## config.mk

```make
export PLATFORM = sky130hd
export DESIGN_NAME = pps_conditioner
export DESIGN_NICKNAME = d
export VERILOG_FILES = /design/src/rtl/pps_cond_pkg.sv /design/src/rtl/pps_sync_edge.sv /design/src/rtl/pps_conditioner.sv
export SDC_FILE = /design/constraint.sdc
export NUM_CORES = 1
export LEC_CHECK = 0
export CAP_MARGIN = 20
export CORE_MARGIN = 10
export CORE_UTILIZATION = 45
export CTS_CLUSTER_DIAMETER = 80
export DETAILED_ROUTE_END_ITERATION = 6
export DONT_BUFFER_PORTS = 1
export GPL_TIMING_DRIVEN = 0
export HOLD_SLACK_MARGIN = 0.1
export SETUP_SLACK_MARGIN = 0.5
export SLEW_MARGIN = 20
export SYNTH_ARGS = -nofsm -noshare
export SYNTH_HDL_FRONTEND = slang
export SYNTH_SLANG_ARGS = --single-unit
```

## constraint.sdc

```tcl
create_clock -name clk_in -period 11.5 [get_ports clk_in]
set_input_delay 0.575 -clock clk_in [delete_from_list [all_inputs] [get_ports clk_in]]
set_output_delay 0.575 -clock clk_in [all_outputs]
set_load 0.05 [all_outputs]
```

## src/rtl/pps_cond_pkg.sv

```systemverilog
// Shared types and widths for the PPS conditioner: FSM state encoding, counter
// widths and the saturating period-error helper.
package pps_cond_pkg;

  localparam int CNT_W    = 32;
  localparam int ERR_W    = 16;
  localparam int GLITCH_W = 8;

  typedef enum logic [1:0] {
    IDLE,
    ACQUIRE,
    LOCKED,
    HOLDOVER
  } state_e;

  localparam logic signed [CNT_W:0] ERR_MAX = (CNT_W+1)'((1 << (ERR_W-1)) - 1);
  localparam logic signed [CNT_W:0] ERR_MIN = -ERR_MAX - 1;

  // Clamp a wide signed interval error into the narrow status field.
  function automatic logic signed [ERR_W-1:0] sat_err(input logic signed [CNT_W:0] v);
    if (v > ERR_MAX) begin
      sat_err = ERR_MAX[ERR_W-1:0];
    end else if (v < ERR_MIN) begin
      sat_err = ERR_MIN[ERR_W-1:0];
    end else begin
      sat_err = v[ERR_W-1:0];
    end
  endfunction

endpackage

```

## src/rtl/pps_sync_edge.sv

```systemverilog
// Brings the asynchronous PPS pin into the clock domain and flags each rising
// edge for exactly one cycle.
module pps_sync_edge (
  input  logic clk_i,
  input  logic rst_i,
  input  logic async_i,
  output logic edge_o
);

  logic sync1_q;
  logic sync2_q;
  logic sync3_q;

  always_ff @(posedge clk_i or posedge rst_i) begin
    if (rst_i) begin
      sync1_q <= 1'b0;
      sync2_q <= 1'b0;
      sync3_q <= 1'b0;
    end else begin
      sync1_q <= async_i;
      sync2_q <= sync1_q;
      sync3_q <= sync2_q;
    end
  end

  assign edge_o = sync2_q & ~sync3_q;

endmodule

```

## src/rtl/pps_conditioner.sv

```systemverilog
// Qualifies PPS intervals, tracks acquisition and lock, and bridges short PPS
// outages with synthetic pulses so downstream only sees clean pulses.
module pps_conditioner
  import pps_cond_pkg::*;
#(
  parameter int SYS_CLK_FREQ = 25_000_000,
  parameter int TOL          = 2_500,
  parameter int LOCK_COUNT   = 3,
  parameter int MAX_HOLD     = 60
) (
  input  logic                    clk_in,
  input  logic                    reset,
  input  logic                    pps_raw,
  output logic                    pps_out,
  output logic                    locked,
  output logic                    holdover,
  output logic [CNT_W-1:0]        period,
  output logic signed [ERR_W-1:0] period_err,
  output logic [GLITCH_W-1:0]     glitch_cnt
);

  localparam int GOOD_W = $clog2(LOCK_COUNT + 1);
  localparam int HOLD_W = $clog2(MAX_HOLD + 1);
  localparam logic [CNT_W-1:0] NOM = CNT_W'(SYS_CLK_FREQ);
  localparam logic [CNT_W-1:0] LO  = CNT_W'(SYS_CLK_FREQ - TOL);
  localparam logic [CNT_W-1:0] HI  = CNT_W'(SYS_CLK_FREQ + TOL);

  logic edge_det;

  pps_sync_edge u_sync (
    .clk_i  (clk_in),
    .rst_i  (reset),
    .async_i(pps_raw),
    .edge_o (edge_det)
  );

  state_e                    state_q, state_d;
  logic [CNT_W-1:0]          cnt_q, cnt_d;
  logic [GOOD_W-1:0]         good_q, good_d;
  logic [HOLD_W-1:0]         hold_q, hold_d;
  logic [GLITCH_W-1:0]       glitch_q, glitch_d;
  logic [CNT_W-1:0]          period_q, period_d;
  logic signed [ERR_W-1:0]   err_q, err_d;
  logic                      pps_q, pps_d;
  logic                      locked_q, holdover_q;

  logic [CNT_W-1:0]          interval;
  logic signed [CNT_W:0]     err_full;
  logic                      is_good, is_early, timeout;

  assign interval = cnt_q + CNT_W'(1);
  assign err_full = $signed({1'b0, interval}) - $signed({1'b0, NOM});
  assign is_good  = (interval >= LO) && (interval <= HI);
  assign is_early = interval < LO;
  assign timeout  = (cnt_q == HI) && !edge_det;

  // A late edge can only land on the cycle cnt reaches its ceiling; it is
  // treated like a holdover edge and restarts acquisition.
  always_comb begin
    state_d  = state_q;
    cnt_d    = (state_q == IDLE) ? '0 : cnt_q + CNT_W'(1);
    good_d   = good_q;
    hold_d   = hold_q;
    glitch_d = glitch_q;
    period_d = period_q;
    err_d    = err_q;
    pps_d    = 1'b0;
    case (state_q)
      IDLE: begin
        if (edge_det) begin
          state_d = ACQUIRE;
          good_d  = '0;
        end
      end
      ACQUIRE: begin
        if (edge_det) begin
          cnt_d = '0;
          if (!is_good) begin
            good_d = '0;
          end else if (good_q == GOOD_W'(LOCK_COUNT - 1)) begin
            state_d  = LOCKED;
            good_d   = '0;
            pps_d    = 1'b1;
            period_d = interval;
            err_d    = sat_err(err_full);
          end else begin
            good_d = good_q + GOOD_W'(1);
          end
        end else if (timeout) begin
          state_d = IDLE;
          cnt_d   = '0;
        end
      end
      LOCKED: begin
        if (edge_det) begin
          if (is_good) begin
            cnt_d    = '0;
            pps_d    = 1'b1;
            period_d = interval;
            err_d    = sat_err(err_full);
          end else if (is_early) begin
            if (glitch_q != '1) glitch_d = glitch_q + GLITCH_W'(1);
          end else begin
            state_d = ACQUIRE;
            good_d  = '0;
            cnt_d   = '0;
          end
        end else if (timeout) begin
          state_d = HOLDOVER;
          pps_d   = 1'b1;
          cnt_d   = '0;
          hold_d  = HOLD_W'(1);
        end
      end
      HOLDOVER: begin
        if (edge_det) begin
          state_d = ACQUIRE;
          good_d  = '0;
          cnt_d   = '0;
        end else if (cnt_q == period_q - CNT_W'(1)) begin
          cnt_d = '0;
          if (hold_q == HOLD_W'(MAX_HOLD)) begin
            state_d = IDLE;
          end else begin
            pps_d  = 1'b1;
            hold_d = hold_q + HOLD_W'(1);
          end
        end
      end
      default: state_d = IDLE;
    endcase
  end

  always_ff @(posedge clk_in or posedge reset) begin
    if (reset) begin
      state_q    <= IDLE;
      cnt_q      <= '0;
      good_q     <= '0;
      hold_q     <= '0;
      glitch_q   <= '0;
      period_q   <= NOM;
      err_q      <= '0;
      pps_q      <= 1'b0;
      locked_q   <= 1'b0;
      holdover_q <= 1'b0;
    end else begin
      state_q    <= state_d;
      cnt_q      <= cnt_d;
      good_q     <= good_d;
      hold_q     <= hold_d;
      glitch_q   <= glitch_d;
      period_q   <= period_d;
      err_q      <= err_d;
      pps_q      <= pps_d;
      locked_q   <= (state_d == LOCKED);
      holdover_q <= (state_d == HOLDOVER);
    end
  end

  assign pps_out    = pps_q;
  assign locked     = locked_q;
  assign holdover   = holdover_q;
  assign period     = period_q;
  assign period_err = err_q;
  assign glitch_cnt = glitch_q;

endmodule
```

; ---- Word level (Yosys, flattened, before mapping)
; Cells that the tools add are included.
[word_totals]
reg_bits = 104
input_bits = 3
out_inout_bits = 59
word_cells = 121
[classes]
n_addsub = 6
order_cmp = 5
eq_ne = 23
n_mux = 60
bitwise = 3
reduce_logical = 11
[ops]
columns = operator, count
row1 = 32-bit two-way mux, 13
row2 = 16-bit two-way mux, 7
row3 = 32-bit case mux with 3 select lines, 1
row4 = 32-bit case mux with 2 select lines, 1
row5 = 2-bit two-way mux, 19
row6 = "33-bit by 16-bit greater-than comparator with 1-bit output, second input constant", 1
row7 = "33-bit by 16-bit < comparator with 1-bit output, second input constant", 1
row8 = "32-bit by 25-bit subtractor with 33-bit output, second input constant", 1
row9 = "32-bit by 1-bit adder with 32-bit output, second input constant", 1
row10 = "32-bit by 25-bit == test with 1-bit output, second input constant", 1
row11 = 32-bit == test, 1
row12 = "32-bit by 25-bit greater-or-equal comparator with 1-bit output, second input constant", 1
row13 = "32-bit by 25-bit less-or-equal comparator with 1-bit output, second input constant", 1
row14 = "32-bit by 25-bit < comparator with 1-bit output, second input constant", 1
row15 = 16-bit case mux with 2 select lines, 1
row16 = "32-bit by 1-bit subtractor with 32-bit output, second input constant", 1
row17 = 6-bit two-way mux, 5
row18 = "2-bit != test, second input constant", 12
row19 = 6-bit case mux with 2 select lines, 1
row20 = 6-bit AND reduction, 2
row21 = "2-bit == test, second input constant", 5
row22 = 5-bit AND reduction, 2
row23 = 1-bit two-way mux, 9
row24 = "8-bit by 1-bit adder with 8-bit output, second input constant", 1
row25 = other kinds (16), 19

; ---- Logic depth before layout (Yosys ltp)
; Gate-level depths: netlist of the first run.
[depth]
word_depth = 9
depth_mapped = 16
mapped_depth_nobuf = 14

; ---- By module
; Synthesis of the first run repeated with hierarchy kept, for this count alone.
[hier_totals]
cells_unflattened = 926
area_unflattened_um2 = 7761.2
[modules_own_cells]
columns = mod, instances, cells_each, area_per_inst_um2, seq_area_each_um2
row1 = pps_conditioner, 1, 921, 7668.6, 2542.4
row2 = pps_sync_edge, 1, 5, 92.6, 75.1

; ---- Least setup slack after synthesis of the first run
; OpenSTA, ideal clock, no wires.
[synth_timing]
kind = flip-flop to flip-flop
from = register period_q[4] (netlist: period[4])
to = register hold_q[5]
setup_time_ns = 0.077
arrival_time_ns = 3.880
required_ns = 11.423
path_slack_ns = 7.542
path_stages_with_launch = 12
n_path_buf = 0
period_less_slack_ns = 3.958
path_cell_list = dfrtp_1 > or4_4 > nor4_4 > a21oi_1 > or4b_1 > or4_1 > a2111o_1 > nor3b_2 > o221a_4 > nand4_1 > xor2_1 > a21oi_1
[synth_between]
elab_chain_cells = 4
[synth_lines]
columns = item, line_no
row1 = from (decl), pps_conditioner.sv:42  ; logic [CNT_W-1:0] period_q, period_d;
row2 = from (signal assigned), pps_conditioner.sv:152  ; period_q <= period_d;
row3 = 32-bit by 1-bit subtractor with 32-bit output, pps_conditioner.sv:120  ; end else if (cnt_q == period_q - CNT_W'(1)) begin
row4 = 32-bit == test, pps_conditioner.sv:120
row5 = 2-bit != test (no line), n/a
row6 = 6-bit AND reduction (no line), n/a
row7 = to (signal assigned), pps_conditioner.sv:150  ; hold_q <= hold_d;
row8 = to (decl), pps_conditioner.sv:40  ; logic [HOLD_W-1:0] hold_q, hold_d;
; No other way between the ends.
; A chain may end at the register's enable or synchronous reset.

; ---- Worst setup path in the final report of the first run
[layout_timing]
from = register cnt_q[1]
to = register err_q[13] (netlist: period_err[13])
[layout_between]
elab_chain_cells = 9
elab_cells_between_ends = 18
classes_between = 2 x add/sub / 4 x order compare / 2 x eq/ne / 8 x mux / 2 x reduce/logical
[layout_lines]
columns = item, line_no
row1 = from (decl), pps_conditioner.sv:38  ; logic [CNT_W-1:0] cnt_q, cnt_d;
row2 = from (signal assigned), pps_conditioner.sv:148  ; cnt_q <= cnt_d;
row3 = 32-bit by 1-bit adder with 32-bit output (*), pps_conditioner.sv:51  ; assign interval = cnt_q + CNT_W'(1);
row4 = 32-bit by 25-bit subtractor with 33-bit output, pps_conditioner.sv:52  ; assign err_full = $signed({1'b0, interval}) - $signed({1'b0, NOM});
row5 = 33-bit by 16-bit < comparator with 1-bit output, pps_cond_pkg.sv:23  ; end else if (v < ERR_MIN) begin
row6 = 16-bit two-way mux, pps_cond_pkg.sv:23
row7 = 16-bit two-way mux, pps_cond_pkg.sv:21  ; if (v > ERR_MAX) begin
row8 = 16-bit two-way mux, pps_conditioner.sv:80  ; end else if (good_q == GOOD_W'(LOCK_COUNT - 1)) begin
row9 = 16-bit two-way mux, pps_conditioner.sv:78  ; if (!is_good) begin
row10 = 16-bit two-way mux, pps_conditioner.sv:76  ; if (edge_det) begin
row11 = 16-bit case mux with 2 select lines, pps_conditioner.sv:68  ; case (state_q)
row12 = to (signal assigned), pps_conditioner.sv:153  ; err_q <= err_d;
row13 = to (decl), pps_conditioner.sv:43  ; logic signed [ERR_W-1:0] err_q, err_d;
; Mark *: on every way between the ends. The rest lies on a longest branch, timed or not. The select of a mux whose other input is x is not followed.

==> results of run 1 <==
## routing by layer
metal | up-vias | global-route usage [%] | part of all wire, %
met1 | 3186 | 28.6 | 47
met5 | - | 0 | 0
met3 | 27 | 5.10 | 8.3
li1 | 3249 | - | -
met4 | 0 | 5.79 | 1.8
met2 | 222 | 29.0 | 43
## where the power goes
| group | total (µW) | internal [µW] | switching [µW] |
|---|---|---|---|
| Sequential | 378 | 370 | 7.50 |
| Clock | 324 | 187 | 137 |
| Combinational | 98.3 | 29.6 | 68.7 |
| Total | 801 | 587 | 213 |
## metrics by stage
step           hold WS, ns  worst slack (ns)
2_1_floorplan        0.331              7.54
3_3_place_gp         0.331              6.24
3_5_place_dp         0.337              6.24
4_1_cts              0.232              6.18
5_1_grt              0.228              5.79
6_report             0.246              6.15
## cells in the mapped netlist (5+ instances only)
cell / instances / area (µm²)
a211oi_1: 17 / 128
a21oi_1: 30 / 150
a22oi_1: 8 / 60.1
a31oi_1: 10 / 62.6
and2_1: 15 / 93.8
and3_1: 10 / 62.6
and3_2: 5 / 37.5
and4_1: 8 / 70.1
buf_2: 15 / 75.1
clkbuf_1: 27 / 101
dfrtp_1: 92 / 2300
dfstp_2: 12 / 315
ha_1: 15 / 188
inv_1: 28 / 105
nand2_1: 64 / 240
nand2b_1: 15 / 93.8
nand3_1: 37 / 185
nand3b_1: 9 / 67.6
nand4_1: 24 / 150
nor2_1: 85 / 319
nor2b_1: 8 / 50.1
nor3_1: 31 / 155
nor4_1: 20 / 125
nor4b_1: 8 / 70.1
o21a_1: 7 / 52.6
o21ai_0: 38 / 190
o22ai_1: 7 / 43.8
o31ai_1: 7 / 52.6
or3_1: 19 / 119
or4_1: 12 / 90.1
xnor2_1: 62 / 543
xor2_1: 26 / 228
## area by class of cell
cell class | instances | share of cell area (%)
clock inverter | 2 | 0.463
tap | 220 | 3.39
timing repair buffer | 2 | 0.463
buffer | 47 | 2.67
inverter | 28 | 1.36
sequential | 104 | 32.3
clock buffer | 14 | 3.38
multi-input combinational | 697 | 56.0
## repair_timing
action,CTS,global route
hold endpoints to repair,22,0
hold buffers,1,0
buffers inserted,0,0
## sequential cells by signal, summed over array words and instances, names as in the netlist, 2 cells and up
register	cells
period_err	16
glitch_cnt	8
cnt_q	32
hold_q	6
good_q	2
period	32
state_q	2
## cell families after synthesis
logic type | count (synthesis)
AND/OR/NAND/NOR | 405
AO/OA/AOI/OAI | 184
flip-flops | 104
XOR/XNOR | 88
buffers and inverters | 75
adder cells (fa/ha/maj) | 15
multiplexers | 5
## final timing paths
check                            endpoint  slack, ns
max                        period_err[13]       6.15
min                        u_sync.sync1_q       0.25
max reg2reg                period_err[13]       6.15
min reg2reg                u_sync.sync2_q       0.35
max in group asynchronous      period[11]      10.15
min in group asynchronous      period[26]       0.68
==> results.tsv, run 1 <==
stage	metric	value	unit
finish	layout_commonest_cell	dfrtp_1	
run_status	status	complete, no violations	
setup_path	ff2ff_path_depth	16	
finish	mostFrequentLayoutCells	dfrtp_1 (92), nor2_1 (85), nand2_1 (64)	
grt	overflow	0	
grt	grt_pass1_vias	6195	
synthesis	yosys.area_share.simple	30.3	%
sta	hold_viol_final	0	
synthesis	syn-num-nets	894	
finish	diodes	0	
synthesis	synth-edff-count	0	
synthesis	yosys_warnings	0	
synthesis	synth_top_family_by_area	simple AND/OR/NAND/NOR gates	
finish	nNetsFinal	907	
clocking	cts_resized	0	
setup_path	cp.required	11.77	ns
sta	skew	0.00536	ns
flow_run	cap_violations	0	
synthesis	synth_xor_xnor_area_share	10.3	%
sta	tightest_slew	0.894	ns
setup_path	worst_path_max_delay_cell	nor4_4	
route	ant_nets	0	
sta	period_needed	5.35	ns
clocking	cts.sinks	104	
clocking	h-tree-depth	3	
route	drt_pass1_iterations	5	
finish	drive_above_1_share	8.50	%
synthesis	avgSynthCellArea	8.54	µm²
place	hpwl	17100	µm
route	wirelength	22200	µm
sta	fin_crit_sh	46.5	%
setup_path	crit_path_start	cnt_q[1]	
clocking	insertion_delay	0.36	ns
pwr	powerDensity	98.7	nW/µm²
sta	slew_headroom	39.9	%
setup_path	arrival	5.62	ns
floorplan	fp.dieW	149	µm
synthesis	syn-instance-count	876	
grt	grt.total_usage	20.0	%
place	placed_cell_area	7790	µm²
hold_path	hold_depth	0	
synthesis	ys.flop_type	dfrtp_1	
route	wl_per_cell	19.9	µm
finish	final_area	8110	µm²
synthesis	synth.area.mux_share	0.719	%
finish	multi_input_area	4550	µm²
hold_path	min_from	pps_raw	
finish	seq_area	2620	µm²
clocking	cts_root_buffer	clkbuf_16	
floorplan	pin_count	62	
sta	tns	0	ns
clocking	cts_tree	done	
clocking	cts_buffer_depth	2	
setup_path	path_cells	ha_1 -> nand3_1 -> clkbuf_1 -> nor2_1 -> xnor2_1 -> ha_1 -> nand3b_1 -> a31oi_1 -> o21ai_0 -> a41oi_1 -> nor2_1 -> nor4_4 -> and2_1 -> a31oi_1 -> buf_2 -> a22oi_1	
setup_path	crit_path_start_kind	flop	
setup_path	critPathMaxStageDelay	0.68	ns
clocking	numCtsBuffers	9	
pwr	power	801	µW
finish	utilization	49.3	%
floorplan	num_rows	47	
route	drc	0	
synthesis	syn-cell-area	7480	µm²
setup_path	critPathMaxFanout	10	
setup_path	worst-path-stages	16	
synthesis	seq_area_frac_synth	35.0	%
floorplan	die_area	22200	µm²
setup_path	crit_family	simple AND/OR/NAND/NOR gates	
clocking	clk_pin_slew	0.07	ns
setup_path	path_class	flop to flop	
pwr	leakagePower	0.00325	µW
finish	nFillCells	1569	
floorplan	core	16500	µm²
finish	stdcell_count	1114	
place	place_congestion	0.905	
sta	setup_violations	0	
route	drtIter0Drc	631	
hold_path	hold_class	input port to flop	
synthesis	ys_ff_latch	104	
synthesis	synthAdderAreaFrac	2.51	%
synthesis	synthArstFlopShare	100	%
place	place_inst	1097	
floorplan	die_height	149	µm
finish	area_growth	8.41	%
synthesis	synth_compound_area_share	16.9	%
grt	antenna_found_initial	0	
setup_path	r2r_start	cnt_q[1]	
sta	rsz0062_at_grt	no	
sta	drv_slew	0	
setup_path	cp-end-kind	flop	
route	vias	6684	
sta	fmax	187	MHz
pwr	ir_drop	0.0000780	V
floorplan	initial_core_util	45.5	%
grt	grt_first_pass_wirelength	35400	µm
route	routed_via_density	6.00	
synthesis	synth_cell_types	83	
place	portBuffers	0	
grt	grt_max_degree	73	
setup_path	critPathBufInv	2	
(Power assumes the default switching activity.)
==> inputs of run 2 (changes only) <==
clock period = 5.13 ns   (was 11.5 ns; I/O delays follow)
==> results.tsv, run 2 (same netlist as run 1, synthesis figures left out) <==
stage	metric	value	unit
run_status	status	complete, no violations	
route	wirelength	22700	µm
clocking	insertion_delay	0.36	ns
setup_path	critPathMaxFanout	10	
pwr	ir_drop	0.000175	V
clocking	clk_pin_slew	0.07	ns
setup_path	path_class	flop to flop	
grt	grt_first_pass_wirelength	35600	µm
clocking	cts_buffer_depth	2	
place	place_congestion	0.905	
finish	multi_input_area	4730	µm²
route	vias	6837	
setup_path	arrival	4.73	ns
finish	diodes	0	
floorplan	fp.dieW	149	µm
route	wl_per_cell	20.1	µm
place	hpwl	17100	µm
sta	slew_headroom	40.1	%
place	portBuffers	0	
route	routed_via_density	6.04	
setup_path	cp-end-kind	flop	
hold_path	hold_class	flop to flop	
floorplan	core	16500	µm²
finish	layout_commonest_cell	dfrtp_1	
finish	utilization	51.4	%
sta	drv_slew	0	
finish	mostFrequentLayoutCells	dfrtp_1 (84), nor2_1 (81), nand2_1 (63)	
sta	rsz0062_at_grt	yes	
route	ant_nets	0	
floorplan	die_area	22200	µm²
grt	overflow	0	
flow_run	cap_violations	0	
sta	period_needed	4.50	ns
clocking	cts.sinks	104	
clocking	numCtsBuffers	9	
floorplan	die_height	149	µm
finish	area_growth	13.1	%
pwr	powerDensity	215	nW/µm²
clocking	cts_tree	done	
sta	hold_viol_final	0	
floorplan	pin_count	62	
sta	fin_crit_sh	87.8	%
finish	seq_area	2630	µm²
grt	grt_max_degree	73	
grt	antenna_found_initial	0	
sta	skew	0.00674	ns
route	drt_pass1_iterations	6	
sta	fmax	222	MHz
sta	setup_violations	0	
finish	nFillCells	1544	
grt	grt_pass1_vias	6242	
route	drc	0	
floorplan	initial_core_util	45.5	%
finish	drive_above_1_share	14.1	%
pwr	leakagePower	0.00347	µW
floorplan	num_rows	47	
route	drtIter0Drc	655	
sta	tightest_slew	0.890	ns
finish	nNetsFinal	925	
setup_path	cp.required	5.36	ns
setup_path	crit_path_start_kind	flop	
clocking	h-tree-depth	3	
clocking	cts_root_buffer	clkbuf_16	
grt	grt.total_usage	20.1	%
pwr	power	1820	µW
==> run 2: cell count changes in the layout (fill, tap and decap cells not counted), moves of 3 or more <==
cell / previous run / this run
buf_2: 15 / 12
buf_4: 0 / 18
clkbuf_1: 29 / 25
clkbuf_2: 1 / 5
dfrtp_1: 92 / 84
dfrtp_2: 0 / 8
nor2_1: 85 / 81
nor3_1: 31 / 28
nor4_1: 20 / 17
nor4_4: 2 / 5
==> run 2: per-layer routing <==
metal  wire length, µm  track usage, %  vias up
li1                  -               -     3291
met1             10400            28.8     3284
met2              9920            29.1      233
met3              1950            5.07       29
met4               384            5.89        0
met5                 0               0        -
==> run 2: where the power goes <==
| group | switching, µW | total (µW) | internal, µW |
|---|---|---|---|
| Clock | 309 | 728 | 419 |
| Sequential | 16.0 | 847 | 831 |
| Combinational | 160 | 243 | 82.9 |
| Total | 485 | 1820 | 1330 |
==> run 2: metrics by stage <==
stage / worst slack, ns / area (µm²) / instances / TNS (ns) / hold slack [ns]
floorplan: 1.17 / 7480 / 876 / 0 / 0.288
global placement: -0.127 / 7760 / 1096 / -1.02 / 0.288
detailed placement: -0.129 / 7790 / 1097 / -1.11 / 0.116
CTS: 0.489 / 8210 / 1118 / 0 / 0.353
global route: 0.428 / 8460 / 1132 / 0 / 0.359
finish: 0.626 / 8460 / 1132 / 0 / 0.350
==> run 2: final cells by class <==
| type | instances | share of cell area, % |
|---|---|---|
| multi-input cells | 697 | 55.9 |
| flip-flops and latches | 104 | 31.1 |
| well taps | 220 | 3.25 |
| clock buffers | 14 | 3.24 |
| plain buffers | 47 | 2.71 |
| repair buffers | 20 | 2.07 |
| inverters | 28 | 1.30 |
| clock inverters | 2 | 0.444 |
==> run 2: final timing paths <==
kind | slack [ns] | start | to | cells past startpoint
setup / recovery | 0.63 | cnt_q[1] | period_err[4] | 14
hold / removal | 0.35 | u_sync.sync1_q | u_sync.sync2_q | 0
setup reg to reg | 0.63 | cnt_q[1] | period_err[4] | 14
hold reg to reg | 0.35 | u_sync.sync1_q | u_sync.sync2_q | 0
max in group asynchronous | 4.09 | reset | period[11] | 3
min in group asynchronous | 0.36 | reset | period[26] | 2
==> run 2: critical path, cell delays in order (launching register included) <==
cell and delay, ns:
dfrtp_2 0.46, ha_2 0.26, nand3_1 0.19, or4_1 0.65
buf_2 0.23, nor3_1 0.27, o22ai_2 0.22, nor4_4 0.39
and4_1 0.34, o21a_1 0.20, nand4_1 0.18, buf_2 0.26
or2_1 0.28, a41oi_1 0.33, a211oi_1 0.10
==> run 2: what timing repair did <==
| item | in CTS | in global routing |
|---|---|---|
| pin swaps | 2 | 9 |
| resized for setup | 15 | 39 |
| hold buffers | 2 | 0 |
| endpoints found under the setup margin | 80 | 83 |
| buffers inserted | 3 | 14 |
| hold endpoints to repair | 33 | 0 |
==> inputs of run 3 (changes only) <==
--- a/config.mk
+++ b/config.mk
@@ -19,2 +19,3 @@
 export SYNTH_HDL_FRONTEND = slang
+export SYNTH_HIERARCHICAL = 1
 export SYNTH_SLANG_ARGS = --single-unit
==> constraint.sdc (replaced) <==
create_clock -name clk_in -period 4.3 [get_ports clk_in]
set_input_delay 0.215 -clock clk_in [delete_from_list [all_inputs] [get_ports clk_in]]
set_output_delay 0.215 -clock clk_in [all_outputs]
set_load 0.005 [all_outputs]
==> results.tsv, run 3 <==
stage	metric	value	unit
synthesis	avgSynthCellArea	8.38	µm²
setup_path	path_class	flop to flop	
grt	grt.total_usage	23.4	%
floorplan	die_height	151	µm
setup_path	cp.required	4.55	ns
clocking	h-tree-depth	3	
synthesis	synth_xor_xnor_area_share	10.6	%
synthesis	synth_cell_types	84	
floorplan	pin_count	62	
synthesis	synth_top_family_by_area	simple AND/OR/NAND/NOR gates	
setup_path	crit_path_start_kind	flop	
synthesis	ys.flop_type	dfrtp_1	
hold_path	hold_class	input port to async pin	
clocking	numCtsBuffers	9	
place	hpwl	19100	µm
clocking	cts_buffer_depth	2	
sta	tns	0	ns
synthesis	ys_ff_latch	104	
synthesis	yosysTopAreaCell	dfrtp_1	
route	vias	7867	
setup_path	critPathMaxFanout	10	
route	ant_nets	0	
clocking	cts_root_buffer	clkbuf_16	
route	wirelength	27600	µm
sta	setup_ws	0.167	ns
flow_run	cap_violations	0	
sta	slew_headroom	38.2	%
synthesis	synthArstFlopShare	100	%
clocking	cts.sinks	104	
grt	grt_pass1_vias	7356	
synthesis	synth_top_area_share	29.7	%
grt	grt_first_pass_wirelength	42100	µm
floorplan	num_rows	47	
synthesis	synthAdderAreaFrac	2.42	%
sta	rsz0062_at_grt	yes	
synthesis	syn-instance-count	926	
synthesis	syn-cell-area	7760	µm²
finish	nNetsFinal	1047	
route	routed_via_density	6.27	
finish	drive_above_1_share	30.8	%
place	portBuffers	0	
finish	diodes	0	
finish	mostFrequentLayoutCells	nor2_1 (100), dfrtp_1 (84), buf_4 (77)	
finish	layout_commonest_cell	nor2_1	
sta	fin_crit_sh	96.1	%
route	drt_pass1_iterations	5	
clocking	insertion_delay	0.37	ns
setup_path	ff2ff_path_depth	16	
setup_path	r2r_start	cnt_q[4]	
clocking	clk_pin_slew	0.08	ns
synthesis	yosys-top-cells-area	dfrtp_1 (30%), xnor2_1 (6.8%), nor2_1 (5.0%)	
setup_path	crit_path_start	cnt_q[4]	
synthesis	synth_compound_area_share	17.3	%
synthesis	syn-num-nets	944	
sta	drv_slew	0	
setup_path	arrival	4.38	ns
grt	antenna_found_initial	0	
grt	grt_max_degree	67	
grt	overflow	0	
pwr	ir_drop	0.000192	V
floorplan	initial_core_util	46.3	%
place	place_congestion	0.965	
setup_path	cp-end-kind	flop	
pwr	powerDensity	202	nW/µm²
route	drtIter0Drc	807	
setup_path	path_cells	clkbuf_4 -> nand4_1 -> nor2_4 -> a31o_2 -> and2_1 -> clkbuf_1 -> nand3_1 -> or4_4 -> a21o_1 -> nor4b_4 -> buf_4 -> and2_4 -> a32o_2 -> buf_12 -> buf_8 -> a21oi_2	
place	post-place-ws	-0.977	ns
synthesis	yosys.area_share.simple	29.4	%
sta	skew	0.0112	ns
sta	setup_violations	0	
synthesis	synth.area.mux_share	1.63	%
synthesis	seq_area_frac_synth	33.7	%
clocking	cts_tree	done	
synthesis	yosys_warnings	6	
synthesis	synth.most_common_cell	nor2_1	
sta	fmax	242	MHz
sta	hold_viol_final	0	
sta	period_needed	4.13	ns
pwr	leakagePower	0.00423	µW
finish	area_growth	31.2	%
finish	utilization	60.8	%
floorplan	die_area	22900	µm²
run_status	status	complete, no violations	
setup_path	worst_path_max_delay_cell	or4_4	
sta	tightest_slew	0.921	ns
synthesis	yosys-top-cells-count	nor2_1 (104), dfrtp_1 (92), nand2_1 (63), xnor2_1 (60), clkbuf_1 (45)	
synthesis	synth-edff-count	0	
floorplan	core	16800	µm²
route	drc	0	
floorplan	fp.dieW	151	µm
route	wl_per_cell	22.0	µm
setup_path	critPathMaxStageDelay	0.54	ns
[run 3: changes by cell type after synthesis, moves of 10 or more]
cell / delta
nor2_1: +19
clkbuf_1: +18
nand2b_1: -11
a21oi_2: +10
nand4_1: +10
[run 3: stage by stage]
step           instance area [µm²]  power, µW  hold slack [ns]  std cells
5_1_grt                      10200       2130            0.277       1254
3_3_place_gp                  8170       1200          -0.0217       1146
3_5_place_dp                  8210       1200          -0.0159       1147
4_1_cts                       9680       2060            0.256       1227
2_1_floorplan                 7900       1130          -0.0314        926
6_report                     10200       2060            0.259       1254
[run 3: power breakdown]
group / internal [µW] / switching, µW / leakage (µW) / total, µW
sequential: 987 / 10.5 / 0.00139 / 997
combinational: 86.0 / 154 / 0.00271 / 240
clock: 415 / 408 / 0.000130 / 823
total: 1490 / 572 / 0.00423 / 2060
[run 3: cell type report]
type                    instances  area (µm²)
fillers                      1411        6570
multi-input cells             728        5520
flip-flops and latches        104        2630
repair buffers                 92         835
plain buffers                  60         512
well taps                     220         275
clock buffers                  11         243
inverters                      34         133
clock inverters                 5        42.5
[run 3: final timing paths]
| path | to | slack [ns] |
|---|---|---|
| min | u_sync/sync1_q | 0.26 |
| min reg2reg | u_sync/sync2_q | 0.38 |
| max in group asynchronous | period[16] | 3.25 |
| min in group clk_in | u_sync/sync2_q | 0.38 |
| max reg2reg | period_err[9] | 0.17 |
| max | period_err[9] | 0.17 |
[run 3: critical path: cells and delay by family, from the launching register on]
family	cells	cell delay [ns]
AND/OR/NAND/NOR	7	1.79
flip-flops	1	0.43
AO/OA/AOI/OAI	4	0.73
buffers and inverters	5	1.06
[run 3: logic make-up (layout without fill, tap and decap cells)]
kind of cell    Yosys count  in the layout
xor+xnor                 94             94
simple gates            421            421
flops                   104            104
fa+ha+maj                15             15
buf+inv                  94            202
mux                      12             12
compound gates          186            186
[run 3: layer usage]
layer / part of all wire, % / routed length, µm / track usage (%)
met4: 3.6 / 983 / 9.48
met5: 0 / 0 / 0
met3: 9.4 / 2590 / 3.94
met1: 42 / 11600 / 32.2
met2: 45 / 12400 / 35.6
[run 3: what timing repair did]
action	CTS	global route
hold endpoints to repair	57	0
gates resized for setup	151	91
hold buffers	2	0
gates cloned	3	1
pin swaps	39	31
buffers inserted	59	26
setup endpoints to repair	101	99
